==> config.mk <==
export PLATFORM = sky130hd
export DESIGN_NAME = rw_write_responder
export DESIGN_NICKNAME = d
export VERILOG_FILES = /design/src/rtl/chronos_pkg.sv /design/src/rtl/fifo.sv /design/src/rtl/rw_write_responder.sv
export SDC_FILE = /design/constraint.sdc
export NUM_CORES = 1
export LEC_CHECK = 0
export BUFFER_PORTS_ARGS = -buffer_cell sky130_fd_sc_hd__buf_2
export CORE_AREA = 2 2 703 705
export DETAILED_ROUTE_END_ITERATION = 10
export DIE_AREA = 0 0 705 707
export PLACE_DENSITY = 0.33
export SLEW_MARGIN = 5
export SYNTH_ARGS = -nofsm -noshare
export SYNTH_HDL_FRONTEND = slang
export SYNTH_SLANG_ARGS = --single-unit
==> constraint.sdc <==
create_clock -name clk -period 71.7 [get_ports clk]
set_input_delay 3.585 -clock clk [delete_from_list [all_inputs] [get_ports clk]]
set_output_delay 3.585 -clock clk [all_outputs]
set_load 0.02 [all_outputs]
==> src/rtl/chronos_pkg.sv <==
// Shared types for the RW-stage datapath.
//   LOG_LINE_BYTES : log2 of bytes per data-array line (64-byte lines)
//   id_t           : thread id carried by stage writes and echoed on responses
//   resp_src_e     : origin of a registered array write (stage write or fill)
//   wr_stage_t     : contents of the single registered write stage
package chronos_pkg;

    localparam int LOG_LINE_BYTES = 6;
    localparam int LINE_BITS      = 512;
    localparam int LINE_BYTES     = LINE_BITS / 8;
    localparam int ADDR_LINE_W    = 32 - LOG_LINE_BYTES;

    typedef logic [3:0] id_t;

    typedef enum logic {
        RESP_SRC_STAGE = 1'b0,
        RESP_SRC_FILL  = 1'b1
    } resp_src_e;

    // line holds every address bit above the byte offset; the top level
    // keeps only the LOG_LINES bits that index its array.
    typedef struct packed {
        resp_src_e              src;
        logic [ADDR_LINE_W-1:0] line;
        logic [LINE_BITS-1:0]   data;
        logic [LINE_BYTES-1:0]  strb;
        id_t                    id;
    } wr_stage_t;

endpackage

==> src/rtl/fifo.sv <==
// Synchronous show-ahead FIFO.
//   clk, rstn : clock, synchronous active-low reset (clears pointers/count)
//   push/wdata: write an entry (caller guarantees !full)
//   pop       : consume head entry (caller guarantees !empty)
//   rdata     : head entry, valid while !empty
//   empty/full: occupancy flags
module fifo #(
    parameter int WIDTH     = 8,
    parameter int LOG_DEPTH = 2
) (
    input  logic             clk,
    input  logic             rstn,
    input  logic             push,
    input  logic [WIDTH-1:0] wdata,
    input  logic             pop,
    output logic [WIDTH-1:0] rdata,
    output logic             empty,
    output logic             full
);

    localparam int DEPTH = 2 ** LOG_DEPTH;
    localparam logic [LOG_DEPTH-1:0] PTR_ONE = LOG_DEPTH'(1);
    localparam logic [LOG_DEPTH:0]   CNT_ONE = (LOG_DEPTH + 1)'(1);
    localparam logic [LOG_DEPTH:0]   CNT_MAX = (LOG_DEPTH + 1)'(DEPTH);

    logic [WIDTH-1:0]     mem [DEPTH];
    logic [LOG_DEPTH-1:0] wr_ptr;
    logic [LOG_DEPTH-1:0] rd_ptr;
    logic [LOG_DEPTH:0]   count;

    assign rdata = mem[rd_ptr];
    assign empty = (count == '0);
    assign full  = (count == CNT_MAX);

    always_ff @(posedge clk) begin
        if (push) begin
            mem[wr_ptr] <= wdata;
        end
    end

    always_ff @(posedge clk) begin
        if (!rstn) begin
            wr_ptr <= '0;
            rd_ptr <= '0;
            count  <= '0;
        end else begin
            if (push) begin
                wr_ptr <= wr_ptr + PTR_ONE;
            end
            if (pop) begin
                rd_ptr <= rd_ptr + PTR_ONE;
            end
            if (push && !pop) begin
                count <= count + CNT_ONE;
            end else if (pop && !push) begin
                count <= count - CNT_ONE;
            end
        end
    end

endmodule

==> src/rtl/rw_write_responder.sv <==
// Responder end of the RW-stage write channel.
// Arbitrates byte-strobed stage writes against full-line fills, commits the
// winner to the data array one cycle after the grant, and returns one
// in-order response per stage write once it has been committed.
//   clk, rst              : clock, synchronous active-high reset
//   wvalid/wready/waddr/wdata/wstrb/wid : stage write request channel
//   bvalid/bready/bid     : write response channel
//   fill_valid/fill_ready/fill_addr/fill_data : memory-side line fills
//   arr_we/arr_addr/arr_wdata/arr_wstrb       : data-array write port
//   num_writes            : committed stage writes (wraps)
module rw_write_responder
    import chronos_pkg::*;
#(
    parameter int LOG_LINES      = 10,
    parameter int RESP_LOG_DEPTH = 2
) (
    input  logic                  clk,
    input  logic                  rst,
    input  logic                  wvalid,
    output logic                  wready,
    input  logic [31:0]           waddr,
    input  logic [LINE_BITS-1:0]  wdata,
    input  logic [LINE_BYTES-1:0] wstrb,
    input  id_t                   wid,
    output logic                  bvalid,
    input  logic                  bready,
    output id_t                   bid,
    input  logic                  fill_valid,
    output logic                  fill_ready,
    input  logic [31:0]           fill_addr,
    input  logic [LINE_BITS-1:0]  fill_data,
    output logic                  arr_we,
    output logic [LOG_LINES-1:0]  arr_addr,
    output logic [LINE_BITS-1:0]  arr_wdata,
    output logic [LINE_BYTES-1:0] arr_wstrb,
    output logic [31:0]           num_writes
);

    localparam int CW = RESP_LOG_DEPTH + 1;
    localparam logic [CW-1:0] CREDIT_MAX = CW'(2 ** RESP_LOG_DEPTH);
    localparam logic [CW-1:0] CREDIT_ONE = CW'(1);

    logic [CW-1:0] credits;
    logic          prio_fill;     // 1: fill wins the next contended cycle
    logic          stage_elig;
    logic          fill_elig;
    logic          grant_stage;
    logic          grant_fill;
    logic          contended;
    logic          resp_push;
    logic          resp_pop;
    logic          q_empty;
    logic          q_full;
    wr_stage_t     wr_p0;
    wr_stage_t     wr_p1;
    logic          vld_p1;

    // ---- p0: arbitration and request capture ----
    always_comb begin
        stage_elig  = wvalid && (credits != '0);
        fill_elig   = fill_valid;
        // Nothing is granted while reset is held, so a request presented
        // during reset is never half-accepted.
        grant_stage = !rst && stage_elig && (!fill_elig || !prio_fill);
        grant_fill  = !rst && fill_elig && (!stage_elig || prio_fill);
        contended   = !rst && stage_elig && fill_elig;

        wr_p0.src  = RESP_SRC_STAGE;
        wr_p0.line = waddr[31:LOG_LINE_BYTES];
        wr_p0.data = wdata;
        wr_p0.strb = wstrb;
        wr_p0.id   = wid;
        if (grant_fill) begin
            wr_p0.src  = RESP_SRC_FILL;
            wr_p0.line = fill_addr[31:LOG_LINE_BYTES];
            wr_p0.data = fill_data;
            wr_p0.strb = '1;
            wr_p0.id   = '0;
        end
    end

    assign wready     = grant_stage;
    assign fill_ready = grant_fill;

    always_ff @(posedge clk) begin
        if (rst) begin
            vld_p1 <= 1'b0;
        end else begin
            vld_p1 <= grant_stage || grant_fill;
        end
    end

    always_ff @(posedge clk) begin
        if (grant_stage || grant_fill) begin
            wr_p1 <= wr_p0;
        end
    end

    // ---- p1: array commit and response enqueue ----
    assign arr_we    = vld_p1;
    assign arr_addr  = wr_p1.line[LOG_LINES-1:0];
    assign arr_wdata = wr_p1.data;
    assign arr_wstrb = wr_p1.strb;

    assign resp_push = vld_p1 && (wr_p1.src == RESP_SRC_STAGE);
    assign resp_pop  = bvalid && bready;

    always_ff @(posedge clk) begin
        if (rst) begin
            credits    <= CREDIT_MAX;
            prio_fill  <= 1'b0;
            num_writes <= '0;
        end else begin
            if (grant_stage && !resp_pop) begin
                credits <= credits - CREDIT_ONE;
            end else if (resp_pop && !grant_stage) begin
                credits <= credits + CREDIT_ONE;
            end
            if (contended) begin
                prio_fill <= !prio_fill;
            end
            if (resp_push) begin
                num_writes <= num_writes + 32'd1;
            end
        end
    end

    // Credits reserve queue space, so a push can never meet a full queue.
    fifo #(
        .WIDTH    ($bits(id_t)),
        .LOG_DEPTH(RESP_LOG_DEPTH)
    ) u_resp_q (
        .clk  (clk),
        .rstn (!rst),
        .push (resp_push),
        .wdata(wr_p1.id),
        .pop  (resp_pop),
        .rdata(bid),
        .empty(q_empty),
        .full (q_full)
    );

    // ---- p2: response presentation ----
    assign bvalid = !q_empty;

    logic unused_bits;
    assign unused_bits = ^{waddr[LOG_LINE_BYTES-1:0], fill_addr[LOG_LINE_BYTES-1:0],
                           wr_p1.line[ADDR_LINE_W-1:LOG_LINES], q_full};

    always_ff @(posedge clk) begin
        if (!rst) begin
            assert (credits <= CREDIT_MAX)
                else $error("credit counter above pool size");
            assert (!(grant_stage && !resp_pop && credits == '0))
                else $error("credit counter underflow");
            assert (!(resp_pop && !grant_stage && credits == CREDIT_MAX))
                else $error("credit counter overflow");
            assert (!(resp_push && q_full && !resp_pop))
                else $error("response push into full queue");
        end
    end

endmodule

==> results of run 1 <==
[metal layers]
layer	GRT usage (%)	vias to the layer above	share of wire [%]
met2	22.54	2208	46
li1	-	9652	-
met1	13.94	11613	35
met3	8.694	1178	14
met5	0.1538	-	0.63
met4	3.819	274	4.0
[synth_stat cells (all sizes together), types with 11 or more instances]
| master | number |
|---|---|
| buf | 643 |
| or4 | 15 |
| or3 | 12 |
| o31ai | 15 |
| clkbuf | 22 |
| nor2 | 24 |
| nand2b | 64 |
| a21oi | 24 |
| edfxtp | 607 |
| mux2 | 523 |
| inv | 11 |
| dfxtp | 46 |
[registers in the layout, summed over array words and instances (netlist names), named ones only]
signal,cells
arr_wstrb,64
prio_fill,1
num_writes,32
wr_p1,5
arr_wdata,512
credits,3
arr_we,1
u_resp_q.mem,16
arr_addr,10
u_resp_q.wr_ptr,2
u_resp_q.count,3
u_resp_q.rd_ptr,2
[worst max-delay path: stages]
cell and delay [ns]:
buf_2 0.10, buf_4 0.29, a211oi_1 0.34, buf_2 0.44
[kinds of logic after synthesis]
family | after synthesis
xor+xnor | 18
compound gates | 49
fa+ha+maj | 9
mux | 530
simple gates | 166
buf+inv | 676
flops | 653
[final timing paths]
kind | startpoint | end | slack, ns
max reg2reg | credits[0] | arr_wdata[75] | 67.20
min reg2reg | num_writes[31] | num_writes[31] | 0.48
min | num_writes[31] | num_writes[31] | 0.48
max | rst | wready | 63.32
[power by group]
part / internal [mW] / switching (mW)
Combinational: 0.0738 / 0.131
Sequential: 0.458 / 0.0126
Clock: 0.291 / 0.215
[stage by stage]
stage | cells | power [mW] | instance area [µm²]
3_3_place_gp | 9698 | 0.6877 | 43810
6_report | 10030 | 1.181 | 47370
3_5_place_dp | 9698 | 0.6884 | 43810
2_1_floorplan | 2101 | 0.6349 | 31510
5_1_grt | 9949 | 1.230 | 47170
4_1_cts | 9873 | 1.214 | 46980
[cell type report]
cell class	count	area (µm²)	area share, %
Inverter	11	41.29	0.08716
Tap cell	6500	8133	17.17
Clock buffer	117	2524	5.327
Sequential cell	653	19150	40.42
Multi-Input combinational cell	772	7579	16.00
Timing Repair Buffer	1762	8906	18.80
Clock inverter	58	650.6	1.373
Antenna cell	157	392.9	0.8293
==> results.cfg, run 1 <==
[placed_design]
routabilityCongestion = 0.9367
dp_hpwl_um = 319500
io_buffers = 1742
place_ws_ns = 63.20

[grt]
gr-total-overflow = 0
antenna_found_initial = 559
grt_max_degree = 188
grt_pass1_wl_um = 402800
first_global_vias = 23480
grt_util_all_layers_pct = 13.53

[synthesis]
synth_top_family_by_area = multiplexers
synthXorXnorAreaFrac_pct = 0.5003
yosysTopAreaCellShare_pct = 57.84
ys_seq_elements = 653
synth-simple-area-share_pct = 3.097
synthTopCellsByArea = edfxtp_1 58%, mux2_2 19%, buf_4 14%
synth_cells = 2101
ys_warn_count = 0
seq_area_frac_synth_pct = 60.76
netlist_area_um2 = 31510
avgSynthCellArea_um2 = 15.00
yosys.area.top_type = edfxtp_1
syn_nets = 3271
synthMuxAreaShare_pct = 19.07
ys_async_sr_fraction_pct = 0
synth_ff_type = edfxtp_1
synth-edff-count = 607
synth_compound_area_share_pct = 0.9052
synth_fa_ha_area_share_pct = 0.4050
ys_types = 36

[detailed_routing]
drt-pass1-iter-count = 5
vias_per_cell = 2.485
drc_errors = 0
wl_per_cell_um = 35.01
vias = 24925
dr.first_iter.drc_count = 1925
routed_wl_um = 351100
final_antenna_net_count = 0

[clock_network]
cts-root-buf = clkbuf_16
cts_tree = done
postCtsSetupBuffers = 0
cts_made_buffers = 98
ctsHtreeMaxLevel = 3
cts-resized-gates = 0
ctsHoldBuffers = 0
cts.clk_slew.worst_paths_ns = 0.06
ctsLongestPathBuffers = 4
cts.sinks = 653
clk_latency_ns = 0.86

[outcome]
status = completed

[cells_and_area]
final_util_pct = 9.636
layout.nets = 4468
final_common_cell = buf_2
area_growth_pct = 50.33
mostFrequentLayoutCells = 1742 x buf_2, 607 x edfxtp_1, 523 x mux2_2
drive_above_1_share_pct = 72.07
n_fill_cell = 56774

[hold_path]
hp-class = reg2reg
holdPathStages = 2

[sta]
maxSlewHeadroom_pct = 22.48
setup_viol = 0
rsz0062_at_grt = false
hold_ws_ns = 0.4845
hold_violations = 0
clock.fmax_mhz = 119.3
min_period_over_period_pct = 11.69
slew_viol_final = 0
fin_ws_ns = 63.32
finClkSkew_ns = 0.06137
period_minus_slack_ns = 8.382
tightest_slew_ns = 1.163
tns_ns = 0

[die]
die_h_um = 707
dieArea_um2 = 498400
start_util_pct = 6.410
rows = 258
core_area_um2 = 491600
die_w_um = 705
design.portCount = 1787

[pwr]
power_leakage_nw = 17.45
ir_drop_mv = 0.01921
p_per_area_nw_per_um2 = 24.94

[critical_path]
reg2regPathDepth = 7
crit_required_ns = 68.12
crit_path_max_fanout = 49
worstPathArrival_ns = 4.80
cp-end-kind = output pin
worst_setup_path_start_kind = input pin
crit_type = in2out

[job]
maxCapViolations = 0
Power figures use the tool's default switching activity.
==> run 2: changes to the inputs <==
--- a/config.mk
+++ b/config.mk
@@ -6,10 +6,10 @@
 export NUM_CORES = 1
 export LEC_CHECK = 0
 export BUFFER_PORTS_ARGS = -buffer_cell sky130_fd_sc_hd__buf_2
-export CORE_AREA = 2 2 703 705
+export CORE_AREA = 2 2 697 699
 export DETAILED_ROUTE_END_ITERATION = 10
-export DIE_AREA = 0 0 705 707
-export PLACE_DENSITY = 0.33
+export DIE_AREA = 0 0 699 701
+export PLACE_DENSITY = 0.34
 export SLEW_MARGIN = 5
 export SYNTH_ARGS = -nofsm -noshare
 export SYNTH_HDL_FRONTEND = slang
==> constraint.sdc (replaced) <==
create_clock -name clk -period 7.25 [get_ports clk]
set_input_delay 0.3625 -clock clk [delete_from_list [all_inputs] [get_ports clk]]
set_output_delay 0.3625 -clock clk [all_outputs]
set_load 0.02 [all_outputs]
==> run 2 against run 1 <==
Die area shrank 1.7%. Total power grew to 10 times the previous value. Via count grew 18%. Sequential share of layout area shrank 7.6 points. Non-clock buffer count grew 1116. First-iteration DRC count shrank 3.5%. Setup slack lost 60 ns. Utilization grew 2.5 points. Flip-flop and latch count is the same. Highest routed layer unchanged. Largest cell class is now buffers.
==> results.cfg, run 2 (same netlist as run 1, synthesis figures left out) <==
[clock_network]
cts_made_buffers = 95
cts.clk_slew.worst_paths_ns = 0.06
ctsLongestPathBuffers = 4
cts-resized-gates = 0
cts.sinks = 653
cts-root-buf = clkbuf_16
cts_tree = done
ctsHtreeMaxLevel = 3
clk_latency_ns = 0.86

[placed_design]
io_buffers = 1742
routabilityCongestion = 1.047
dp_hpwl_um = 315000
place_area_um2 = 43840

[sta]
hold_violations = 0
rsz0062_at_grt = false
period_minus_slack_ns = 4.381
maxSlewHeadroom_pct = 18.63
tightest_slew_ns = 1.216
setup_viol = 0
slew_viol_final = 0
finClkSkew_ns = 0.06683
clock.fmax_mhz = 228.3
min_period_over_period_pct = 60.42

[grt]
gr-total-overflow = 0
antenna_found_initial = 515
grt_pass1_wl_um = 411000
first_global_vias = 29079
grt_util_all_layers_pct = 13.75
grt_max_degree = 122

[die]
design.portCount = 1787
start_util_pct = 6.541
core_area_um2 = 481800
dieArea_um2 = 490000
die_h_um = 701
die_w_um = 699
rows = 255

[job]
maxCapViolations = 0

[critical_path]
reg2reg_to = arr_wdata[122]
max_stage_delay_ns = 0.98
cp-end-kind = flop
worst_setup_path_start_kind = flop
path_buf_inv = 3
cp_cell_sequence = o31ai_1 > o21ai_4 > buf_12 > buf_4 > mux2_2 > dlygate4sd3_1
reg2regPathDepth = 6
cpMaxStageDelayCell = o21ai_4
crit_path_max_fanout = 99
reg2reg_slack_ns = 2.87
path_delay_family = buffers and inverters
timing.rr.start = credits[0]
crit_required_ns = 7.81
worstPathArrival_ns = 4.94
crit_type = reg2reg

[cells_and_area]
final_common_cell = buf_2
area_growth_pct = 85.13
drive_above_1_share_pct = 54.21
mostFrequentLayoutCells = 1742 x buf_2, 1111 x dlygate4sd3_1, 607 x edfxtp_1
final_util_pct = 12.11
layout.nets = 5581
largest_register_ffs = 512
design_area_um2 = 58340

[pwr]
power_leakage_nw = 22.06
p_per_area_nw_per_um2 = 208.0
ir_drop_mv = 0.1626

[detailed_routing]
dr.first_iter.drc_count = 1858
final_antenna_net_count = 0
routed_wl_um = 351200
vias_per_cell = 2.651
drc_errors = 0
drt-pass1-iter-count = 5
vias = 29344
wl_per_cell_um = 31.72

[hold_path]
hp-class = in2reg
holdPathStages = 2
min_from = wdata[258]
hold_end = arr_wdata[258]

[outcome]
status = completed
## run 2: cell count changes in the layout (fill, tap and decap cells not counted), sizes merged
| cell | previous run | this run |
|---|---|---|
| clkbuf | 117 | 121 |
| clkinv | 36 | 29 |
| diode | 157 | 165 |
| buf | 1762 | 1767 |
| bufinv | 11 | 7 |
| inv | 16 | 15 |
| dlygate4sd3 | 0 | 1111 |
## run 2: report_power, final
part | total (mW) | internal (mW) | leakage [nW] | switching (mW)
clock | 4.69 | 2.68 | 1.43 | 2.01
combinational | 2.76 | 1.27 | 14.5 | 1.49
sequential | 4.68 | 4.53 | 6.17 | 0.149
## run 2: worst max-delay path by stage
| stage | cells after the start | to | start |
|---|---|---|---|
| floorplan | 2 | arr_addr[0] | fill_valid |
| global placement | 6 | arr_wdata[386] | wvalid |
| detailed placement | 6 | arr_wdata[113] | wvalid |
| CTS | 6 | arr_wdata[386] | credits[0] |
| global route | 6 | arr_wdata[386] | credits[0] |
| finish | 6 | arr_wdata[122] | credits[0] |
## run 2: timing repair
action                                  4_1_cts  5_1_grt
endpoints found under the hold margin       621        0
endpoints found under the setup margin        0        0
hold buffers                               1111        0
buffers inserted                              0        0
## run 2: metrics by stage
stage                     worst slack (ns)  power, mW  hold WS, ns  instances  TNS [ns]
after floorplan                     -3.575      6.069       0.4538       2101  -2112.53
after global placement               3.363      6.851       0.4696       9628         0
after detailed placement             3.293      6.860       0.4840       9628         0
after CTS                            2.780      12.42     0.006667      10906         0
after global routing                 2.613      12.62      0.04224      10985         0
final                                2.869      12.14      0.04819      11071         0
## run 2: area by class of cell
cell class,instances,area (µm²)
diodes,165,412.9
clock buffers,121,2496
clock inverters,46,473.0
fillers,55206,423400
inverters,11,41.29
multi-input cells,772,7579
flip-flops and latches,653,19150
well taps,6425,8039
repair buffers,2878,20150
## run 2: worst register-to-register path: stages, from the launching register on
cell,delay (ns)
dfxtp_1,0.40
o31ai_1,0.25
o21ai_4,0.98
buf_12,0.56
buf_4,0.84
mux2_2,0.50
dlygate4sd3_1,0.56
## run 2: routing by layer
layer  share of wire (%)  wire length, µm  track usage [%]
met1                  33           115100            13.15
met2                  47           163700            23.16
met3                  14            50470            9.062
met4                 5.7            19930            5.775
met5                0.55             1914                0
